**src/rtl/limp_axi_bridge.sv**
```systemverilog
// LIMP-to-AXI3 single-beat bridge: one LIMP request at a time becomes one AXI read or write.
// Optional response timeout with drain state is enabled by defining LIMP_AXI_TIMEOUT_EN.
package limp_pkg;
  localparam logic [1:0] CMD_NOP      = 2'd0;
  localparam logic [1:0] CMD_READ     = 2'd1;
  localparam logic [1:0] CMD_WRITE    = 2'd2;
  localparam logic [1:0] CMD_AMO_READ = 2'd3;

  localparam logic [1:0] SIZE_BYTE = 2'd0;
  localparam logic [1:0] SIZE_HALF = 2'd1;
  localparam logic [1:0] SIZE_WORD = 2'd2;

  localparam logic [1:0] ST_NOT_READY     = 2'd0;
  localparam logic [1:0] ST_READY_READ    = 2'd1;
  localparam logic [1:0] ST_READY_WRITE   = 2'd2;
  localparam logic [1:0] ST_READY_ILLEGAL = 2'd3;

  typedef struct packed {
    logic [1:0]  cmd;
    logic [33:0] addr;
    logic [31:0] wdata;
    logic [1:0]  size;
  } req_s;

  typedef struct packed {
    logic [1:0]  status;
    logic [31:0] rdata;
  } rsp_s;
endpackage

module limp_axi_bridge #(
  parameter int TIMEOUT_CYCLES = 255
) (
  input  logic            i_clk,
  input  logic            i_rst,
  input  limp_pkg::req_s  i_limp_req,
  output limp_pkg::rsp_s  o_limp_rsp,
  output logic            o_axi_awvalid,
  input  logic            i_axi_awready,
  output logic [31:0]     o_axi_awaddr,
  output logic [2:0]      o_axi_awsize,
  output logic            o_axi_wvalid,
  input  logic            i_axi_wready,
  output logic [31:0]     o_axi_wdata,
  output logic [3:0]      o_axi_wstrb,
  input  logic            i_axi_bvalid,
  output logic            o_axi_bready,
  input  logic [1:0]      i_axi_bresp,
  output logic            o_axi_arvalid,
  input  logic            i_axi_arready,
  output logic [31:0]     o_axi_araddr,
  output logic [2:0]      o_axi_arsize,
  output logic [1:0]      o_axi_arlock,
  input  logic            i_axi_rvalid,
  output logic            o_axi_rready,
  input  logic [31:0]     i_axi_rdata,
  input  logic [1:0]      i_axi_rresp
);
  import limp_pkg::*;

  localparam logic [2:0] S_IDLE  = 3'd0;
  localparam logic [2:0] S_AR    = 3'd1;
  localparam logic [2:0] S_R     = 3'd2;
  localparam logic [2:0] S_AWW   = 3'd3;
  localparam logic [2:0] S_B     = 3'd4;
  localparam logic [2:0] S_RSP   = 3'd5;
`ifdef LIMP_AXI_TIMEOUT_EN
  localparam logic [2:0] S_DRAIN = 3'd6;
`endif

  function automatic logic is_illegal(input req_s r);
    return (r.addr[33:32] != 2'b00) || (r.size == 2'b11) ||
           ((r.size == SIZE_HALF) && r.addr[0]) ||
           ((r.size == SIZE_WORD) && (r.addr[1:0] != 2'b00)) ||
           ((r.cmd == CMD_AMO_READ) && (r.size != SIZE_WORD));
  endfunction

  function automatic logic [31:0] lane_wdata(input logic [31:0] d, input logic [1:0] size);
    case (size)
      SIZE_BYTE: return {4{d[7:0]}};
      SIZE_HALF: return {2{d[15:0]}};
      default:   return d;
    endcase
  endfunction

  function automatic logic [3:0] lane_wstrb(input logic [1:0] size, input logic [1:0] off);
    case (size)
      SIZE_BYTE: return 4'b0001 << off;
      SIZE_HALF: return 4'b0011 << {off[1], 1'b0};
      default:   return 4'b1111;
    endcase
  endfunction

  function automatic logic [31:0] lane_rdata(input logic [31:0] d, input logic [1:0] size,
                                             input logic [1:0] off);
    logic [31:0] sh;
    sh = d >> {off, 3'b000};
    case (size)
      SIZE_BYTE: return {24'h000000, sh[7:0]};
      SIZE_HALF: return {16'h0000, sh[15:0]};
      default:   return sh;
    endcase
  endfunction

  // SLVERR and DECERR are the failing responses; OKAY and EXOKAY both succeed.
  function automatic logic resp_err(input logic [1:0] resp);
    return (resp == 2'b10) || (resp == 2'b11);
  endfunction

  logic [2:0]  state_r;
  logic [1:0]  off_r;
  logic [1:0]  size_r;
  rsp_s        rsp_r;
  logic        awvalid_r, wvalid_r, bready_r, arvalid_r, rready_r;
  logic [31:0] awaddr_r, araddr_r, wdata_r;
  logic [2:0]  awsize_r, arsize_r;
  logic [3:0]  wstrb_r;
  logic [1:0]  arlock_r;
`ifdef LIMP_AXI_TIMEOUT_EN
  logic [15:0] tmr_r;
  logic        drain_rd_r, drain_wr_r;
`endif

  // Transaction FSM; every AXI and LIMP output is a register updated here.
  always_ff @(posedge i_clk) begin
    if (i_rst) begin
      state_r   <= S_IDLE;
      off_r     <= 2'b00;
      size_r    <= 2'b00;
      rsp_r     <= '0;
      awvalid_r <= 1'b0;
      wvalid_r  <= 1'b0;
      bready_r  <= 1'b0;
      arvalid_r <= 1'b0;
      rready_r  <= 1'b0;
      awaddr_r  <= 32'h0;
      araddr_r  <= 32'h0;
      wdata_r   <= 32'h0;
      awsize_r  <= 3'd0;
      arsize_r  <= 3'd0;
      wstrb_r   <= 4'h0;
      arlock_r  <= 2'b00;
`ifdef LIMP_AXI_TIMEOUT_EN
      tmr_r      <= 16'h0;
      drain_rd_r <= 1'b0;
      drain_wr_r <= 1'b0;
`endif
    end else begin
      case (state_r)
        S_IDLE: begin
          if (i_limp_req.cmd != CMD_NOP) begin
            off_r  <= i_limp_req.addr[1:0];
            size_r <= i_limp_req.size;
            if (is_illegal(i_limp_req)) begin
              rsp_r.status <= ST_READY_ILLEGAL;
              state_r      <= S_RSP;
            end else if (i_limp_req.cmd == CMD_WRITE) begin
              awvalid_r <= 1'b1;
              wvalid_r  <= 1'b1;
              awaddr_r  <= i_limp_req.addr[31:0];
              awsize_r  <= {1'b0, i_limp_req.size};
              wdata_r   <= lane_wdata(i_limp_req.wdata, i_limp_req.size);
              wstrb_r   <= lane_wstrb(i_limp_req.size, i_limp_req.addr[1:0]);
              state_r   <= S_AWW;
            end else begin
              arvalid_r <= 1'b1;
              araddr_r  <= i_limp_req.addr[31:0];
              arsize_r  <= {1'b0, i_limp_req.size};
              arlock_r  <= (i_limp_req.cmd == CMD_AMO_READ) ? 2'b01 : 2'b00;
              state_r   <= S_AR;
            end
          end
        end
        S_AR: begin
          if (i_axi_arready) begin
            arvalid_r <= 1'b0;
            rready_r  <= 1'b1;
            state_r   <= S_R;
`ifdef LIMP_AXI_TIMEOUT_EN
            tmr_r     <= 16'h0;
`endif
          end
        end
        S_R: begin
          if (i_axi_rvalid) begin
            rready_r <= 1'b0;
            state_r  <= S_RSP;
            if (resp_err(i_axi_rresp)) begin
              rsp_r.status <= ST_READY_ILLEGAL;
            end else begin
              rsp_r.status <= ST_READY_READ;
              rsp_r.rdata  <= lane_rdata(i_axi_rdata, size_r, off_r);
            end
          end
`ifdef LIMP_AXI_TIMEOUT_EN
          else if (tmr_r == 16'(TIMEOUT_CYCLES - 1)) begin
            rready_r     <= 1'b0;
            drain_rd_r   <= 1'b1;
            rsp_r.status <= ST_READY_ILLEGAL;
            state_r      <= S_RSP;
          end else begin
            tmr_r <= tmr_r + 16'd1;
          end
`endif
        end
        S_AWW: begin
          // Address and data channels complete independently, in either order.
          if (i_axi_awready) awvalid_r <= 1'b0;
          if (i_axi_wready)  wvalid_r  <= 1'b0;
          if ((!awvalid_r || i_axi_awready) && (!wvalid_r || i_axi_wready)) begin
            bready_r <= 1'b1;
            state_r  <= S_B;
`ifdef LIMP_AXI_TIMEOUT_EN
            tmr_r    <= 16'h0;
`endif
          end
        end
        S_B: begin
          if (i_axi_bvalid) begin
            bready_r     <= 1'b0;
            rsp_r.status <= resp_err(i_axi_bresp) ? ST_READY_ILLEGAL : ST_READY_WRITE;
            state_r      <= S_RSP;
          end
`ifdef LIMP_AXI_TIMEOUT_EN
          else if (tmr_r == 16'(TIMEOUT_CYCLES - 1)) begin
            bready_r     <= 1'b0;
            drain_wr_r   <= 1'b1;
            rsp_r.status <= ST_READY_ILLEGAL;
            state_r      <= S_RSP;
          end else begin
            tmr_r <= tmr_r + 16'd1;
          end
`endif
        end
        S_RSP: begin
          rsp_r   <= '0;
          state_r <= S_IDLE;
`ifdef LIMP_AXI_TIMEOUT_EN
          // A timed-out beat may still arrive; swallow it before taking new work.
          if (drain_rd_r || drain_wr_r) begin
            rready_r <= drain_rd_r;
            bready_r <= drain_wr_r;
            state_r  <= S_DRAIN;
          end
`endif
        end
`ifdef LIMP_AXI_TIMEOUT_EN
        S_DRAIN: begin
          if ((rready_r && i_axi_rvalid) || (bready_r && i_axi_bvalid)) begin
            rready_r   <= 1'b0;
            bready_r   <= 1'b0;
            drain_rd_r <= 1'b0;
            drain_wr_r <= 1'b0;
            state_r    <= S_IDLE;
          end
        end
`endif
        default: state_r <= S_IDLE;
      endcase
    end
  end

  assign o_limp_rsp    = rsp_r;
  assign o_axi_awvalid = awvalid_r;
  assign o_axi_awaddr  = awaddr_r;
  assign o_axi_awsize  = awsize_r;
  assign o_axi_wvalid  = wvalid_r;
  assign o_axi_wdata   = wdata_r;
  assign o_axi_wstrb   = wstrb_r;
  assign o_axi_bready  = bready_r;
  assign o_axi_arvalid = arvalid_r;
  assign o_axi_araddr  = araddr_r;
  assign o_axi_arsize  = arsize_r;
  assign o_axi_arlock  = arlock_r;
  assign o_axi_rready  = rready_r;
endmodule

```
**config.mk**
```make
export PLATFORM = sky130hd
export DESIGN_NAME = limp_axi_bridge
export DESIGN_NICKNAME = d
export VERILOG_FILES = /design/src/rtl/limp_axi_bridge.sv
export SDC_FILE = /design/constraint.sdc
export NUM_CORES = 1
export LEC_CHECK = 0
export CORE_ASPECT_RATIO = 1.1
export CORE_MARGIN = 1.5
export CORE_UTILIZATION = 41
export CTS_BUF_LIST = sky130_fd_sc_hd__clkbuf_4 sky130_fd_sc_hd__clkbuf_8
export DETAILED_ROUTE_END_ITERATION = 6
export PLACE_DENSITY = 0.79
export SETUP_SLACK_MARGIN = 0.2
export SYNTH_ARGS = -nofsm -noshare
export SYNTH_HDL_FRONTEND = slang
export SYNTH_SLANG_ARGS = --single-unit
```
**constraint.sdc**
```tcl
create_clock -name i_clk -period 1.9 [get_ports i_clk]
set_input_delay 0.285 -clock i_clk [delete_from_list [all_inputs] [get_ports i_clk]]
set_output_delay 0.285 -clock i_clk [all_outputs]
set_load 0.02 [all_outputs]
```
# Word level (Yosys, flattened, before mapping)
# Cells that the tools add are included.
dict set report word_totals {
  regBits 152
}
dict set report op_classes {
  n_eq_ne 28
  shift 3
  n_mux 39
  bitwise 2
  reduce_logical 37
}
# op n
set op_table {}
lappend op_table {{$pmux 32 s2} 3}
lappend op_table {{$mux 34} 1}
lappend op_table {{$mux 32} 1}
lappend op_table {{$shr 32x5->32} 1}
lappend op_table {{$ne 2x2->1 const B} 13}
lappend op_table {{$reduce_and 5->1} 5}
lappend op_table {{$mux 3} 6}
lappend op_table {{$eq 2x2->1 const B} 8}
lappend op_table {{$reduce_bool 2->1} 8}
lappend op_table {{$mux 1} 15}
lappend op_table {{$pmux 3 s5} 1}
lappend op_table {{$mux 2} 5}
lappend op_table {{$pmux 1 s2} 5}
lappend op_table {{$reduce_and 3->1} 3}
lappend op_table {{$logic_or 1x1->1} 8}
lappend op_table {{$pmux 2 s4} 1}
lappend op_table {{$pmux 4 s2} 1}
lappend op_table {{$reduce_and 4->1} 2}
lappend op_table {{$eq 3x2->1 const B} 2}
lappend op_table {{$eq 3x3->1 const B} 2}
lappend op_table {{$eq 2x1->1 const B} 2}
lappend op_table {{$logic_and 1x1->1} 4}
lappend op_table {{$logic_not 2->1} 2}
lappend op_table {{$reduce_bool 4->1} 1}
lappend op_table {{other kinds (7)} 9}

# Longest topological paths before layout
dict set report depth {
  ltp_word 8
  depth_mapped 8
}

# Least setup slack after synthesis
# OpenSTA, ideal clock, no wires.
dict set report synth_timing {
  path_type {input port to flip-flop}
  start {in i_limp_req[0] (netlist name)}
  end {reg wdata_r[15], in the netlist o_axi_wdata[15]}
  setup_ns 0.146
  arrival_time_ns 1.759
  t_required_ns 1.754
  setup_slack_ns -0.005
  path_stages 6
  cell_sequence {buf_2 or3_1 buf_2 a2111oi_4 buf_2 a211oi_1}
}
dict set report synth_between {
  elab_chain_cells 7
  word_cells_on_any_way 15
  cone_classes {4 x eq/ne; 1 x mux; 1 x bitwise; 9 x reduce/logical}
}
# item line
set synth_rtl {}
lappend synth_rtl {{start: declaration} 36} ;# input limp_pkg::req_s i_limp_req,
lappend synth_rtl {{$eq 2x2->1 / $eq 2x1->1 (equally long branches)} {72, 73, 79}}
lappend synth_rtl {{$logic_or 1x1->1 / $logic_and 1x1->1 (equally long branches)} {72, 73}}
lappend synth_rtl {{$logic_or 1x1->1} 72} ;# return (r.addr[33:32] != 2'b00) || (r.size == 2'b11) ||
lappend synth_rtl {{$logic_or 1x1->1} 73} ;# ((r.size == SIZE_HALF) && r.addr[0]) ||
lappend synth_rtl {{$logic_or 1x1->1} 74} ;# ((r.size == SIZE_WORD) && (r.addr[1:0] != 2'b00)) ||
lappend synth_rtl {{$not 1->1 (no source line)} --}
lappend synth_rtl {{$reduce_and 4->1 (no source line)} --}
lappend synth_rtl {{end signal: assignment} 162} ;# wdata_r <= lane_wdata(i_limp_req.wdata, i_limp_req.size);
lappend synth_rtl {{end: declaration} 115} ;# logic [31:0] awaddr_r, araddr_r, wdata_r;
# Several ways; a longest one is shown, not always the timed one.
# A chain may end at the register's enable or synchronous reset.

# Worst setup path in the final report
dict set report layout_timing {
  start {in i_limp_req[66] (netlist name)}
  end {reg awaddr_r[25], in the netlist o_axi_awaddr[25]}
}
dict set report layout_between {
  elab_chain_cells 7
}
# item line
set layout_rtl {}
lappend layout_rtl {{$reduce_bool 2->1} 72}
lappend layout_rtl {{$logic_or 1x1->1 (2 in a row)} 72}
lappend layout_rtl {{$logic_or 1x1->1} 73}
lappend layout_rtl {{$logic_or 1x1->1} 74}
lappend layout_rtl {{$not 1->1 (no source line)} --}
lappend layout_rtl {{$reduce_and 4->1 (no source line)} --}
lappend layout_rtl {{end signal: assignment} 160} ;# awaddr_r <= i_limp_req.addr[31:0];
lappend layout_rtl {{end: declaration} 115}
# No other way between the ends.

==> reports/qor.txt <==
=========================================================================================
Worst-path clk slew                                                               0.09 ns
Post-detailed-routing wire length                                               20,900 µm
Drc violations                                                                          0
Routed met3 length                                                                1400 µm
Grt ovf                                                                                 0
Wire length of the first global-routing pass                                    31,000 µm
Static Leak                                                                       4.57 nW
Startpoint kind of the worst setup timing path                                 input port
Maximum count of clock buffers along a single path                                      2
Floorplan die height                                                               138 µm
Met1 Wirelength                                                                   9080 µm
Worst Setup SP                                                               i_limp_req[66]
Startpoint of the lowest-slack hold path                                            i_rst
Capturing element type of the critical path                                     flip-flop
Die outline width                                                                  125 µm
Synth-to-layout area growth                                                         53.4%
Final HPWL DP                                                                   14,200 µm
Routed length per instance                                                        16.8 µm
Highest achievable clock rate                                                   0.571 GHz
Proportion of netlist area held by the largest area contributor                     0.448
Count of synthesis-stage warnings from yosys                                            0
Max-slew violation total from the final report                                          0
Wire length on met2                                                             10,100 µm
Floorplan die area                                                             17,200 µm²
Number of port buffers                                                                254
Largest net degree at the start of global routing                                      97
Via count of the routed design                                                      6,411
Number of filler instances in the final layout                                      1,428
Clock insertion delay at the later pin of the skew report                         0.45 ns
Drt first pass iters                                                                    6
Cell type contributing the most total cell area after synthesis                   dfxtp_1
DP Worst Slack                                                                  -0.551 ns
Total Power                                                                       7.65 mW
Core Util, Final                                                                    0.637
Data required time at the worst endpoint                                          2.29 ns
Final worst-path setup slack                                                     0.148 ns
Most common cell after layout, fill and taps aside                                dfxtp_1
Placed cell count                                                                   1,198
Proportion of register bits with asynchronous set or reset after synthesis              0
Initial antenna violation count                                                         0
Share of final-layout standard cells stronger than drive strength 1                 0.143
Post-Syn Instances                                                                    754
Highest routed layer                                                                 met4
Placed Instance Area                                                             9720 µm²
Total core area                                                                16,200 µm²
Time the final worst path needs with I/O delays and setup                         1.75 ns
Area contributors post-synth                                                 dfxtp_1, mux2i_1, nand2b_1, nand2_1, a21oi_1
RD Place Congestion                                                                 0.836
Total negative slack                                                                 0 ns
Final worst hold slack                                                           0.341 ns
Number of global-route vias before repair                                           6,055
Initial standard-cell utilization of the core                                       0.416
CTS buffer count                                                                       17
Final hold vios                                                                         0
Remaining number of nets flagged by the antenna check after routing                     0
Mean post-synth cell area                                                        8.95 µm²
Tcrit/Tclk final                                                                    0.922
Antenna Cells                                                                           0
Final setup vio count                                                                   0
Number of enable flip-flop cells after synthesis                                        0
RSZ-0062 raised after global routing                                                  yes
Number of distinct standard cells referenced by the synthesized netlist                44
H-Tree Level Count                                                                      4
IR drop worst, VDD                                                               0.530 mV
CTS Root Buffer Type                                                             clkbuf_8
Number of storage elements in the synthesis netlist                                   151
Ys flop type                                                                      dfxtp_1
Tightest slew margin relative to the limit                                          0.649
Num Clock Sinks                                                                       151
Worst-margin pin slew                                                            0.524 ns
TritonCTS clock tree                                                                 done
Kind of critical path                                                           in -> reg
Violation count after the first detailed-route iteration                              374
Worst Path Max Fanout                                                                   7
Max-cap violations                                                                      0
Total I/O pin count                                                                   260
Worst hold path class                                                           in -> reg
Part of the Yosys area used for sequential elements                                 0.448
Post-synthesis instance area                                                     6750 µm²
Total Nets Final                                                                    1,139
Via density per instance                                                             5.16
Cts hold-fix bufs                                                                       0
Signal arrival time at the worst endpoint                                         2.14 ns
Final Cell Area                                                                10,400 µm²
Largest clock skew in the final design                                         0.00726 ns
Status                                                                       finished, final reports clean
Most frequent cells in the layout                                            dfxtp_1, dlygate4sd2_1, nand2_1
Final standard cell count with taps included and fillers excluded                   1,243
PD cells                                                                       739 nW/µm²
Reg2Reg Launch Point                                                         state_r[1]$_SDFFE_PP0P_
All-Layer GR Usage                                                                  0.227
Site Rows                                                                              49
=========================================================================================
critical path: stages:
cell,delay [ns]
clkdlybuf4s50_1,0.41
or2_2,0.40
a2111oi_4,0.41
buf_6,0.18
buf_12,0.11
clkbuf_16,0.17
nand2_2,0.06
a21oi_1,0.11
logic make-up after synthesis:
| family | Yosys count | synth area share |
|---|---|---|
| mux | 83 | 0.139 |
| flops | 151 | 0.448 |
| compound gates | 159 | 0.160 |
| buf+inv | 70 | 0.0487 |
| other cells | 1 | 0.000555 |
| simple gates | 290 | 0.204 |
report_power, final:
group          leakage, nW  total [mW]  switching [mW]  internal, mW
clock                0.210        2.60            1.23          1.36
combinational         3.14        1.72           0.902         0.821
sequential            1.22        3.33          0.0597          3.27
final timing paths:
| kind | to | slack (ns) | cells past startpoint |
|---|---|---|---|
| max | o_axi_awaddr[25]$_SDFFE_PP0P_ | 0.15 | 8 |
| max reg2reg | o_axi_awaddr[25]$_SDFFE_PP0P_ | 0.18 | 7 |
| min | o_axi_awaddr[18]$_SDFFE_PP0P_ | 0.34 | 3 |
| min reg2reg | o_limp_rsp[18]$_SDFFE_PP0P_ | 0.45 | 2 |
metal layers:
| metal | vias up | global-route usage |
|---|---|---|
| met1 | 3044 | 0.280 |
| met4 | 0 | 0.0669 |
| met2 | 204 | 0.385 |
| met5 | - | 0 |
| met3 | 22 | 0.0687 |
| li1 | 3141 | - |
registers in the layout (all words and copies together) (netlist names):
register	count
o_axi_awsize	2
state_r	3
o_axi_awvalid	1
o_axi_wdata	32
o_axi_arvalid	1
off_r	2
o_axi_bready	1
o_axi_araddr	32
size_r	2
o_axi_wstrb	4
o_axi_wvalid	1
o_axi_rready	1
o_axi_awaddr	32
o_limp_rsp	34
o_axi_arlock	1
o_axi_arsize	2
synthesized netlist by cell type (2+ instances only):
library cell,instances
a21o_1,2
a211oi_2,8
and3b_1,2
mux2_2,8
inv_1,6
o211ai_1,8
nor2b_1,5
nand3_1,17
o21ai_0,10
a311oi_1,3
a21oi_1,78
o2bb2ai_1,8
clkbuf_1,40
a2111oi_4,2
buf_6,4
mux2i_1,67
nor2_1,51
a2111o_1,2
nand2b_1,77
buf_1,4
buf_4,7
nand2_1,122
nor3b_1,2
dfxtp_1,151
a22oi_1,17
a2111oi_0,2
mux4_2,8
and4b_1,2
or3_1,2
buf_2,8
a211oi_1,13
nor3_1,6
layout make-up:
cell class,count,area [µm²],area share
multi-input cells,535,3530,0.341
repair buffers,314,3100,0.300
flip-flops and latches,151,3020,0.292
clock buffers,20,263,0.0254
well taps,204,255,0.0247
clock inverters,12,151,0.0146
inverters,7,26.3,0.00254
what timing repair did:
item | CTS | global route
endpoints found under the hold margin | 0 | 0
setup endpoints to repair | 243 | 97
pin swaps | 2 | 25
gates cloned | 1 | 5
buffers inserted | 4 | 3
gates resized for setup | 138 | 45
(Power assumes the default switching activity.)
